File: src/rtl/sdram_arb_pkg.sv
`default_nettype none
// ============================================================================
// Module   : sdram_arb_pkg
// Brief    : Shared state encoding, port indices and helpers for the arbiter.
// Revision : 1.0 - initial release
// ============================================================================
package sdram_arb_pkg;

    typedef enum logic [1:0] {
        ST_IDLE = 2'd0,
        ST_ARB  = 2'd1,
        ST_BUSY = 2'd2
    } state_t;

    localparam int WR0   = 0;
    localparam int WR1   = 1;
    localparam int RD0   = 2;
    localparam int RD1   = 3;
    localparam int LEN_W = 8;

    function automatic logic [1:0] onehot_idx(input logic [3:0] i_oh);
        onehot_idx = {i_oh[3] | i_oh[2], i_oh[3] | i_oh[1]};
    endfunction

endpackage
`default_nettype wire

File: src/rtl/sdram_port_arb_if.sv
`default_nettype none
// ============================================================================
// Module   : sdram_port_arb_if
// Brief    : Arbiter <-> SDRAM controller command/data handshake bundle.
// Revision : 1.0 - initial release
// ============================================================================
interface sdram_port_arb_if #(
    parameter int SDRAM_ADDRS_WIDE = 21,
    parameter int SDRAM_DATA_WIDE  = 32
);
    import sdram_arb_pkg::*;

    logic                        o_sdram_wr_req;
    logic                        o_sdram_rd_req;
    logic [SDRAM_ADDRS_WIDE-1:0] o_sdram_addrs;
    logic [LEN_W-1:0]            o_sdram_lengths;
    logic [SDRAM_DATA_WIDE-1:0]  o_sdram_wr_data;
    logic                        i_sdram_wr_data_req;
    logic                        i_sdram_data_vld;
    logic                        i_sdram_wr_done;
    logic                        i_sdram_rd_done;

    modport master (
        output o_sdram_wr_req, o_sdram_rd_req, o_sdram_addrs, o_sdram_lengths, o_sdram_wr_data,
        input  i_sdram_wr_data_req, i_sdram_data_vld, i_sdram_wr_done, i_sdram_rd_done
    );

    modport slave (
        input  o_sdram_wr_req, o_sdram_rd_req, o_sdram_addrs, o_sdram_lengths, o_sdram_wr_data,
        output i_sdram_wr_data_req, i_sdram_data_vld, i_sdram_wr_done, i_sdram_rd_done
    );

endinterface
`default_nettype wire

File: src/rtl/sdram_rr_prio.sv
`default_nettype none
// ============================================================================
// Module   : sdram_rr_prio
// Brief    : Combinational winner select: urgent reads first, else round-robin.
// Revision : 1.0 - initial release
// ============================================================================
module sdram_rr_prio
    import sdram_arb_pkg::*;
(
    input  wire logic [3:0] i_req,
    input  wire logic [3:0] i_urgent,
    input  wire logic [1:0] i_ptr,
    output logic      [3:0] o_winner
);

    localparam logic [3:0] c_URGENT_MASK = 4'b1100;

    logic [3:0] w_urgent;
    logic [1:0] w_idx;
    logic       w_found;

    assign w_urgent = i_urgent & c_URGENT_MASK;

    always_comb begin
        o_winner = '0;
        w_idx    = '0;
        w_found  = 1'b0;
        if (i_req[RD0] && w_urgent[RD0]) begin
            o_winner[RD0] = 1'b1;
        end else if (i_req[RD1] && w_urgent[RD1]) begin
            o_winner[RD1] = 1'b1;
        end else begin
            // Scan starts at the pointer, which already points past the last winner
            for (int k = 0; k < 4; k++) begin
                w_idx = i_ptr + 2'(k);
                if (!w_found && i_req[w_idx]) begin
                    o_winner[w_idx] = 1'b1;
                    w_found         = 1'b1;
                end
            end
        end
    end

endmodule
`default_nettype wire

File: src/rtl/sdram_port_arb.sv
`default_nettype none
// ============================================================================
// Module   : sdram_port_arb
// Brief    : Four-port (2 wr, 2 rd) SDRAM burst arbiter with urgent-read bypass.
// Revision : 1.0 - initial release
// ============================================================================
module sdram_port_arb
    import sdram_arb_pkg::*;
#(
    parameter int SDRAM_ADDRS_WIDE = 21,
    parameter int SDRAM_DATA_WIDE  = 32,
    parameter int NUM_PORT         = 4
) (
    input  wire logic                                 i_sdram_clk,
    input  wire logic                                 i_rst_n,
    input  wire logic                                 i_sdram_init_done,
    input  wire logic [NUM_PORT-1:0]                  i_port_req,
    input  wire logic [NUM_PORT-1:0]                  i_port_force,
    input  wire logic [NUM_PORT*SDRAM_ADDRS_WIDE-1:0] i_port_addrs,
    input  wire logic [NUM_PORT*LEN_W-1:0]            i_port_lengths,
    input  wire logic [2*SDRAM_DATA_WIDE-1:0]         i_port_wr_data,
    output logic      [NUM_PORT-1:0]                  o_port_done,
    output logic      [1:0]                           o_port_data_req,
    output logic      [1:0]                           o_port_data_vld,
    output logic      [NUM_PORT-1:0]                  o_port_grant,
    sdram_port_arb_if.master                          bus
);

    state_t                      r_state;
    state_t                      w_state_nxt;
    logic [NUM_PORT-1:0]         r_grant;
    logic [1:0]                  r_ptr;
    logic [SDRAM_ADDRS_WIDE-1:0] r_addrs;
    logic [LEN_W-1:0]            r_len;
    logic [NUM_PORT-1:0]         w_winner;
    logic [1:0]                  w_win_idx;
    logic                        w_arb_ok;
    logic                        w_grant_wr;
    logic                        w_grant_rd;
    logic                        w_done_hit;

    sdram_rr_prio u_prio (
        .i_req    (i_port_req),
        .i_urgent (i_port_force),
        .i_ptr    (r_ptr),
        .o_winner (w_winner)
    );

    assign w_win_idx  = onehot_idx(w_winner);
    assign w_arb_ok   = i_sdram_init_done && (w_winner != '0);
    assign w_grant_wr = r_grant[WR0] | r_grant[WR1];
    assign w_grant_rd = r_grant[RD0] | r_grant[RD1];

    always_ff @(posedge i_sdram_clk or negedge i_rst_n) begin
        if (!i_rst_n) r_state <= ST_IDLE;
        else          r_state <= w_state_nxt;
    end

    always_comb begin
        w_state_nxt = r_state;
        w_done_hit  = 1'b0;
        case (r_state)
            ST_IDLE: if (i_sdram_init_done && (i_port_req != '0)) w_state_nxt = ST_ARB;
            ST_ARB:  w_state_nxt = w_arb_ok ? ST_BUSY : ST_IDLE;
            ST_BUSY: begin
                // Loss of init aborts silently; a done of the other type is ignored
                if (!i_sdram_init_done) begin
                    w_state_nxt = ST_IDLE;
                end else if ((w_grant_wr && bus.i_sdram_wr_done) ||
                             (w_grant_rd && bus.i_sdram_rd_done)) begin
                    w_done_hit  = 1'b1;
                    w_state_nxt = ST_IDLE;
                end
            end
            default: w_state_nxt = ST_IDLE;
        endcase

        bus.o_sdram_wr_req = (r_state == ST_BUSY) && w_grant_wr;
        bus.o_sdram_rd_req = (r_state == ST_BUSY) && w_grant_rd;
        o_port_done        = w_done_hit ? r_grant : '0;
    end

    always_ff @(posedge i_sdram_clk or negedge i_rst_n) begin
        if (!i_rst_n) begin
            r_grant <= '0;
            r_ptr   <= '0;
            r_addrs <= '0;
            r_len   <= '0;
        end else begin
            case (r_state)
                ST_ARB: if (w_arb_ok) begin
                    r_grant <= w_winner;
                    r_addrs <= i_port_addrs[int'(w_win_idx)*SDRAM_ADDRS_WIDE +: SDRAM_ADDRS_WIDE];
                    r_len   <= i_port_lengths[int'(w_win_idx)*LEN_W +: LEN_W];
                end
                ST_BUSY: begin
                    if (!i_sdram_init_done) begin
                        r_grant <= '0;
                    end else if (w_done_hit) begin
                        r_grant <= '0;
                        r_ptr   <= onehot_idx(r_grant) + 2'd1;
                    end
                end
                default: ;
            endcase
        end
    end

    assign o_port_grant        = r_grant;
    assign bus.o_sdram_addrs   = r_addrs;
    assign bus.o_sdram_lengths = r_len;
    assign bus.o_sdram_wr_data = r_grant[WR1] ? i_port_wr_data[SDRAM_DATA_WIDE +: SDRAM_DATA_WIDE] :
                                 r_grant[WR0] ? i_port_wr_data[0 +: SDRAM_DATA_WIDE] : '0;
    assign o_port_data_req     = r_grant[WR1:WR0] & {2{bus.i_sdram_wr_data_req}};
    assign o_port_data_vld     = r_grant[RD1:RD0] & {2{bus.i_sdram_data_vld}};

endmodule
`default_nettype wire
File: src/flat_wrapper.sv
// flat-port wrapper written by rule: the top's interface ports become plain ports
module sdram_port_arb_flat import sdram_arb_pkg::*;
#(
    parameter int SDRAM_ADDRS_WIDE = 21,
    parameter int SDRAM_DATA_WIDE  = 32,
    parameter int NUM_PORT         = 4
)
  (i_sdram_clk, i_rst_n, i_sdram_init_done, i_port_req, i_port_force, i_port_addrs, i_port_lengths, i_port_wr_data, o_port_done, o_port_data_req, o_port_data_vld, o_port_grant, bus_o_sdram_wr_req, bus_o_sdram_rd_req, bus_o_sdram_addrs, bus_o_sdram_lengths, bus_o_sdram_wr_data, bus_i_sdram_wr_data_req, bus_i_sdram_data_vld, bus_i_sdram_wr_done, bus_i_sdram_rd_done);
  sdram_port_arb_if #(.SDRAM_ADDRS_WIDE(SDRAM_ADDRS_WIDE), .SDRAM_DATA_WIDE(SDRAM_DATA_WIDE)) bus_i ();
  input  wire logic i_sdram_clk;
  input  wire logic i_rst_n;
  input  wire logic i_sdram_init_done;
  input  wire logic [NUM_PORT-1:0] i_port_req;
  input  wire logic [NUM_PORT-1:0] i_port_force;
  input  wire logic [NUM_PORT*SDRAM_ADDRS_WIDE-1:0] i_port_addrs;
  input  wire logic [NUM_PORT*LEN_W-1:0] i_port_lengths;
  input  wire logic [2*SDRAM_DATA_WIDE-1:0] i_port_wr_data;
  output logic      [NUM_PORT-1:0] o_port_done;
  output logic      [1:0] o_port_data_req;
  output logic      [1:0] o_port_data_vld;
  output logic      [NUM_PORT-1:0] o_port_grant;
  output wire logic [$bits(bus_i.o_sdram_wr_req)-1:0] bus_o_sdram_wr_req;
  output wire logic [$bits(bus_i.o_sdram_rd_req)-1:0] bus_o_sdram_rd_req;
  output wire logic [$bits(bus_i.o_sdram_addrs)-1:0] bus_o_sdram_addrs;
  output wire logic [$bits(bus_i.o_sdram_lengths)-1:0] bus_o_sdram_lengths;
  output wire logic [$bits(bus_i.o_sdram_wr_data)-1:0] bus_o_sdram_wr_data;
  input wire logic [$bits(bus_i.i_sdram_wr_data_req)-1:0] bus_i_sdram_wr_data_req;
  input wire logic [$bits(bus_i.i_sdram_data_vld)-1:0] bus_i_sdram_data_vld;
  input wire logic [$bits(bus_i.i_sdram_wr_done)-1:0] bus_i_sdram_wr_done;
  input wire logic [$bits(bus_i.i_sdram_rd_done)-1:0] bus_i_sdram_rd_done;
  assign bus_o_sdram_wr_req = bus_i.o_sdram_wr_req;
  assign bus_o_sdram_rd_req = bus_i.o_sdram_rd_req;
  assign bus_o_sdram_addrs = bus_i.o_sdram_addrs;
  assign bus_o_sdram_lengths = bus_i.o_sdram_lengths;
  assign bus_o_sdram_wr_data = bus_i.o_sdram_wr_data;
  assign bus_i.i_sdram_wr_data_req = bus_i_sdram_wr_data_req;
  assign bus_i.i_sdram_data_vld = bus_i_sdram_data_vld;
  assign bus_i.i_sdram_wr_done = bus_i_sdram_wr_done;
  assign bus_i.i_sdram_rd_done = bus_i_sdram_rd_done;
  sdram_port_arb #(.SDRAM_ADDRS_WIDE(SDRAM_ADDRS_WIDE), .SDRAM_DATA_WIDE(SDRAM_DATA_WIDE), .NUM_PORT(NUM_PORT)) u_core (.i_sdram_clk(i_sdram_clk), .i_rst_n(i_rst_n), .i_sdram_init_done(i_sdram_init_done), .i_port_req(i_port_req), .i_port_force(i_port_force), .i_port_addrs(i_port_addrs), .i_port_lengths(i_port_lengths), .i_port_wr_data(i_port_wr_data), .o_port_done(o_port_done), .o_port_data_req(o_port_data_req), .o_port_data_vld(o_port_data_vld), .o_port_grant(o_port_grant), .bus(bus_i));
endmodule
File: config.mk
export PLATFORM = sky130hd
export DESIGN_NAME = sdram_port_arb_flat
export DESIGN_NICKNAME = d
export VERILOG_FILES = /design/src/rtl/sdram_arb_pkg.sv /design/src/rtl/sdram_port_arb_if.sv /design/src/rtl/sdram_rr_prio.sv /design/src/rtl/sdram_port_arb.sv /design/src/flat_wrapper.sv
export SDC_FILE = /design/constraint.sdc
export NUM_CORES = 1
export LEC_CHECK = 0
export BUFFER_PORTS_ARGS = -buffer_cell sky130_fd_sc_hd__buf_2
export CAP_MARGIN = 5
export CORE_MARGIN = 2
export CORE_UTILIZATION = 25
export CTS_BUF_LIST = sky130_fd_sc_hd__clkbuf_16
export DETAILED_ROUTE_END_ITERATION = 6
export GPL_TIMING_DRIVEN = 0
export SYNTH_ARGS = -nofsm -noshare
export SYNTH_HDL_FRONTEND = slang
export SYNTH_SLANG_ARGS = --single-unit
File: constraint.sdc
create_clock -name i_sdram_clk -period 4 [get_ports i_sdram_clk]
set_clock_uncertainty 0.05 [all_clocks]
set_input_delay 0.6 -clock i_sdram_clk [delete_from_list [all_inputs] [get_ports i_sdram_clk]]
set_output_delay 0.6 -clock i_sdram_clk [all_outputs]
set_load 0.02 [all_outputs]
* Word-level counts from Yosys, hierarchy flattened
Cells that the tools add are included.
Operators by class: add/subtract/negate cells 4, $lt $le $gt $ge 8, muxes and demuxes 55, bitwise operators 10, divide/modulo/power cells 0, equal/unequal tests 6, multipliers 1, reduce and logical (&&, ||, !) cells 27, shift-type cells 2
Operator list (count):
- $shiftx A84 B32 Y21 | 1
- $mux W32 | 2
- $mux W4 | 14
- $shiftx A32 B6 Y8 | 1
- $mux W1 | 23
- $logic_and A1 B1 Y1 | 15
- $lt A2 B3 Y1 const B | 4
- $or A4 B4 Y4 | 3
- $mux W2 | 5
- $bmux W1 S2 | 4
- $demux W1 S2 | 4
- $ge A2 B1 Y1 const B | 4
- $pmux W4 S2 | 1
- $reduce_bool A4 Y1 | 2
- $mul A2 B5 Y7 const B | 1
- $ne A3 B2 Y1 const B | 2
- $pmux W2 S3 | 1
- $reduce_and A3 Y1 | 2
- $or A1 B1 Y1 | 5
- $add A2 B1 Y2 const B | 2
- $add A2 B2 Y2 const B | 2
- $and A2 B2 Y2 | 2
- $ne A2 B1 Y1 const B | 2
- $reduce_and A2 Y1 | 2
- other kinds (7) | 9
Storage, ports and cells: register bits 37, ROM bits 0, bits in latches 0, output and inout port bits 75, RAM bits 0, memories kept 0

* Logic depth before layout (Yosys ltp)
depth after elaboration 24, mapped depth 12

* Modules after synthesis
Synthesis repeated with hierarchy kept, for this count alone.
Unflattened totals: cells, all modules 356, area, all modules 3020.4 sq um
By module, submodules not included:
- sdram_port_arb | cells each 297, instances 1, area each 2570.0 sq um
- sdram_rr_prio | cells each 59, instances 1, area each 450.4 sq um

* Least setup slack after synthesis
OpenSTA, ideal clock, no wires.
kind register -> register, from reg u_core.r_ptr[0], to reg u_core.r_addrs[3] (netlist: u_core.bus.o_sdram_addrs[3]), cell stages (with the launch flop) 12, period minus slack after synthesis 3194 ps, arrival time 3058 ps, path slack 806 ps, library setup time 86 ps, cells stage by stage dfrtp_1 buf_6 inv_1 ha_1 mux4_2 nor2b_1 a221o_1 o32a_1 a2111oi_4 buf_6 o21ai_1 o221ai_2
On the way: word-level cells in the longest chain between the ends 23, elaborated cells on any way between the ends 71
Ends and longest elaborated chain:
- from (decl) | RTL line sdram_port_arb.sv:32 | logic [1:0] r_ptr;
- from (signal assigned) | RTL line sdram_port_arb.sv:101 | r_ptr <= onehot_idx(r_grant) + 2'd1;
- branches (longest 17 deep; another with $lt A2 B3 Y1)
- $mux W4 * | RTL line sdram_rr_prio.sv:36 | if (!w_found && i_req[w_idx]) begin
- $mux W1 or $mux W3 (tied branches) | RTL line sdram_rr_prio.sv:30 | end else if (i_req[RD1] && w_urgent[RD1]) begin
- $mux W1 or $mux W2 (tied branches) | RTL line sdram_rr_prio.sv:28 | if (i_req[RD0] && w_urgent[RD0]) begin
- $or A1 B1 Y1 or $reduce_bool A4 Y1 (tied branches) | RTL line sdram_arb_pkg.sv:22, sdram_port_arb.sv:50
- $mul A2 B5 Y7 or $logic_and A1 B1 Y1 (tied branches) | RTL line sdram_port_arb.sv:93, sdram_port_arb.sv:50
- $shiftx A84 B32 Y21 or $reduce_and A2 Y1 (tied branches)
- to (signal assigned) | RTL line sdram_port_arb.sv:93 | r_addrs <= i_port_addrs[int'(w_win_idx)*SDRAM_ADDRS_WIDE +: SDRAM_ADDRS_WIDE];
- to (decl) | RTL line sdram_port_arb.sv:33 | logic [SDRAM_ADDRS_WIDE-1:0] r_addrs;
Mark *: on every way between the ends. The select of a mux whose other input is x is not followed. A chain may end at the register's enable or synchronous reset.

* Final worst setup path
from reg u_core.r_ptr[0], to reg u_core.r_len[6] (netlist: u_core.bus.o_sdram_lengths[6])
On the way: word-level cells in the longest chain between the ends 23, elaborated cells on any way between the ends 70
Ends and longest elaborated chain:
- branches (longest 17 deep; another with $lt A2 B3 Y1)
- $mux W4 * | RTL line sdram_rr_prio.sv:36
- branches (longest 5 deep; another with $shiftx A32 B6 Y8)
- to (signal assigned) | RTL line sdram_port_arb.sv:94 | r_len <= i_port_lengths[int'(w_win_idx)*LEN_W +: LEN_W];
- to (decl) | RTL line sdram_port_arb.sv:34 | logic [LEN_W-1:0] r_len;
Marked as above.

==> results.md <==
- Die area: 0.01451 sq mm
- Vias in the first global route: 3969
- Ys flop type: dfrtp_1
- Outcome: complete, no violations
- Initial Util: 25.60%
- CP endpoint: u_core.bus.o_sdram_lengths[6]
- First-pass GRT wire length: 20.13 mm
- H-tree depth: 2
- WP data arrival: 3.92 ns
- Sequential area share after synthesis: 27.32%
- Hold WC Path Type: in -> async
- CTS hold repair buffers: 0
- Via count: 3965
- Core Region: 0.01324 sq mm
- Distinct cells, synth: 46
- Input/output buffers: 267
- Clock-pin slew on the worst setup and hold paths: 0.06 ns
- Critical Path Start: u_core.r_ptr[0]
- Max Cap Viol: 0
- Final setup fails: 0
- Most frequent cell after synthesis: dfrtp_1
- NumNets Final: 852
- Number of synthesized register bits: 37
- CP Class: reg -> reg
- Ys Warns: 0
- PwrDens: 719.9 mW/mm^2
- Number of antenna violations at the first check in global routing: 0
- GRT overflow: 0
- Synth async-reset ratio: 100.0%
- # DRC: 0
- Largest area contributor in the netlist: dfrtp_1
- Util after Layout: 38.76%
- Syn Inst Count: 375
- Synth area leaders: dfrtp_1, mux2i_1, a22o_1, a21boi_0, o221ai_1
- Startpoint class of the critical path: flip-flop
- Post-synth top cells: dfrtp_1, a22o_1, inv_1, mux2i_1, a21boi_0
- Final min period: 3.770 ns
- Ports: 270
- Total power: 3.695 mW
- Antenna-violating nets left: 0
- Clk_lat worst skew: 0.28 ns
- Number of flops mapped to enable cells by yosys: 0
- Syn avg cell area: 9.039 sq um
- Slew HR: 40.70%
- # rows: 42
- Die Height: 120.4 um
- CTS tree: built
- Leak pwr: 2.766 nW
- Post-synth top area share: 27.32%
- CP endpoint kind: flip-flop
- Root Driver: clkbuf_16
- Die Span X: 120.4 um
- HPWL after DPL: 10.61 mm
- R2R cell count: 11
- R2R Setup Slk: 0.23 ns
- Drt first pass iters: 4
- Tot GR Track Use: 17.28%
- Synthesis-to-finish area growth: 51.42%
- Peak supply drop: 0.2214 mV
- Layout cell share with drive strength beyond 1: 49.85%
- Hold Fails Final Rpt: 0
- WL final: 13.14 mm
- Clk buf depth: 2
- Wire per inst: 15.91 um
- Reg2reg end: u_core.bus.o_sdram_lengths[6]
- Maximum operating frequency: 0.2653 GHz
- Mapped cell area: 0.003390 sq mm
- Crit-path max FO: 10
- Setup TNS: 0 ns
- Slew @ Worst Pin: 0.8896 ns
- Period utilization: 94.25%
- RSZ-0062 raised after global routing: false
- WP data required: 4.15 ns
- Largest net degree at the start of global routing: 38
- N_diodes: 0
- Final max-slew violation count: 0
- Vias per Instance: 4.800
- Critical R2R Launch: u_core.r_ptr[0]
- Synthesized net count: 578
- Num CTS Buffers: 5
- Starting DRC count in detailed routing: 159
- Placer Congestion: 0.7576
- Clock sink count: 37
-- cells in the final DEF, fill, tap and decap left out, types with 2 or more instances in the layout --
master	count
mux4_2	4
clkbuf_2	2
nor4_1	2
ha_1	8
a22o_1	32
bufinv_16	2
nor2b_1	2
a221o_1	3
buf_2	270
mux2i_1	29
nor2_1	14
o21ai_0	13
o221ai_1	22
and2_1	11
or2_1	2
a21boi_0	28
clkbuf_16	5
and3_1	13
nor3b_1	2
buf_6	9
and3_2	17
a21oi_1	6
o21ai_1	26
dfrtp_1	37
inv_1	32
clkbuf_1	17
o221ai_2	6
nand2_1	14
-- area by class of cell --
| type | instances | area (sq um) |
|---|---|---|
| Sequential cell | 37 | 925.9 |
| Multi-Input combinational cell | 273 | 2132 |
| Buffer | 33 | 207.7 |
| Clock buffer | 5 | 125.1 |
| Clock inverter | 3 | 65.06 |
| Inverter | 32 | 120.1 |
| Fill cell | 1384 | 8110 |
| Tap cell | 176 | 220.2 |
| Timing Repair Buffer | 267 | 1336 |
-- timing repair --
item                                    in CTS  in global routing
setup buffers                                0                  0
resized for setup                            0                  4
endpoints found under the setup margin       0                 14
-- power breakdown --
group / internal [mW] / switching (mW)
clock network: 0.357 / 0.167
registers: 0.552 / 0.141
logic: 1.02 / 1.46
-- registers in the layout, summed over array words and instances, names as in the netlist --
register                    flops
u_core.o_port_grant             4
u_core.r_ptr                    2
u_core.bus.o_sdram_lengths      8
u_core.r_state                  2
u_core.bus.o_sdram_addrs       21
-- worst min path at each step --
stage,start,endpoint,cells past startpoint
2_1_floorplan,i_rst_n,u_core.bus.o_sdram_addrs[0],0
3_3_place_gp,u_core.r_state[0],u_core.r_state[0],1
3_5_place_dp,u_core.r_state[0],u_core.r_state[0],1
4_1_cts,i_rst_n,u_core.bus.o_sdram_addrs[19],1
5_1_grt,u_core.r_state[0],u_core.r_state[0],1
6_report,i_rst_n,u_core.bus.o_sdram_addrs[19],1
-- critical path, stage by stage (launching register included) --
cell and delay [ns]:
dfrtp_1 0.45, buf_6 0.16, inv_1 0.11, ha_1 0.36, mux4_2 0.58, nor2b_1 0.19, a221o_1 0.32, o32a_1 0.37
a2111oi_4 0.66, buf_6 0.24, o21ai_1 0.11, o221ai_1 0.09
-- kinds of logic (layout without fill, tap and decap cells) --
logic type | count (synthesis) | after routing | synth area share [%]
flops | 37 | 37 | 27.32
xor+xnor | 1 | 1 | 0.2584
buf+inv | 65 | 340 | 9.856
simple gates | 83 | 83 | 14.17
compound gates | 147 | 147 | 33.89
mux | 34 | 34 | 11.55
fa+ha+maj | 8 | 8 | 2.953
-- per-layer routing --
metal	vias up	global-route usage, %	share of wire [%]
li1	1955	-	-
met1	1839	21.94	42
met2	162	30.90	51
met3	9	3.113	6.5
met4	0	2.907	0.69
met5	-	0	0
-- metrics by stage --
step | hold slack (ns) | cells | cell area, sq um | worst slack (ns)
floorplan | 0.2544 | 375 | 3390 | 0.8060
global placement | 0.4073 | 818 | 4946 | 0.1988
detailed placement | 0.4255 | 818 | 4946 | 0.1263
CTS | 0.4270 | 826 | 5136 | 0.1353
global route | 0.4509 | 826 | 5132 | 0.05580
finish | 0.3916 | 826 | 5132 | 0.2302
Note: power is estimated with default switching activity, not from simulation.
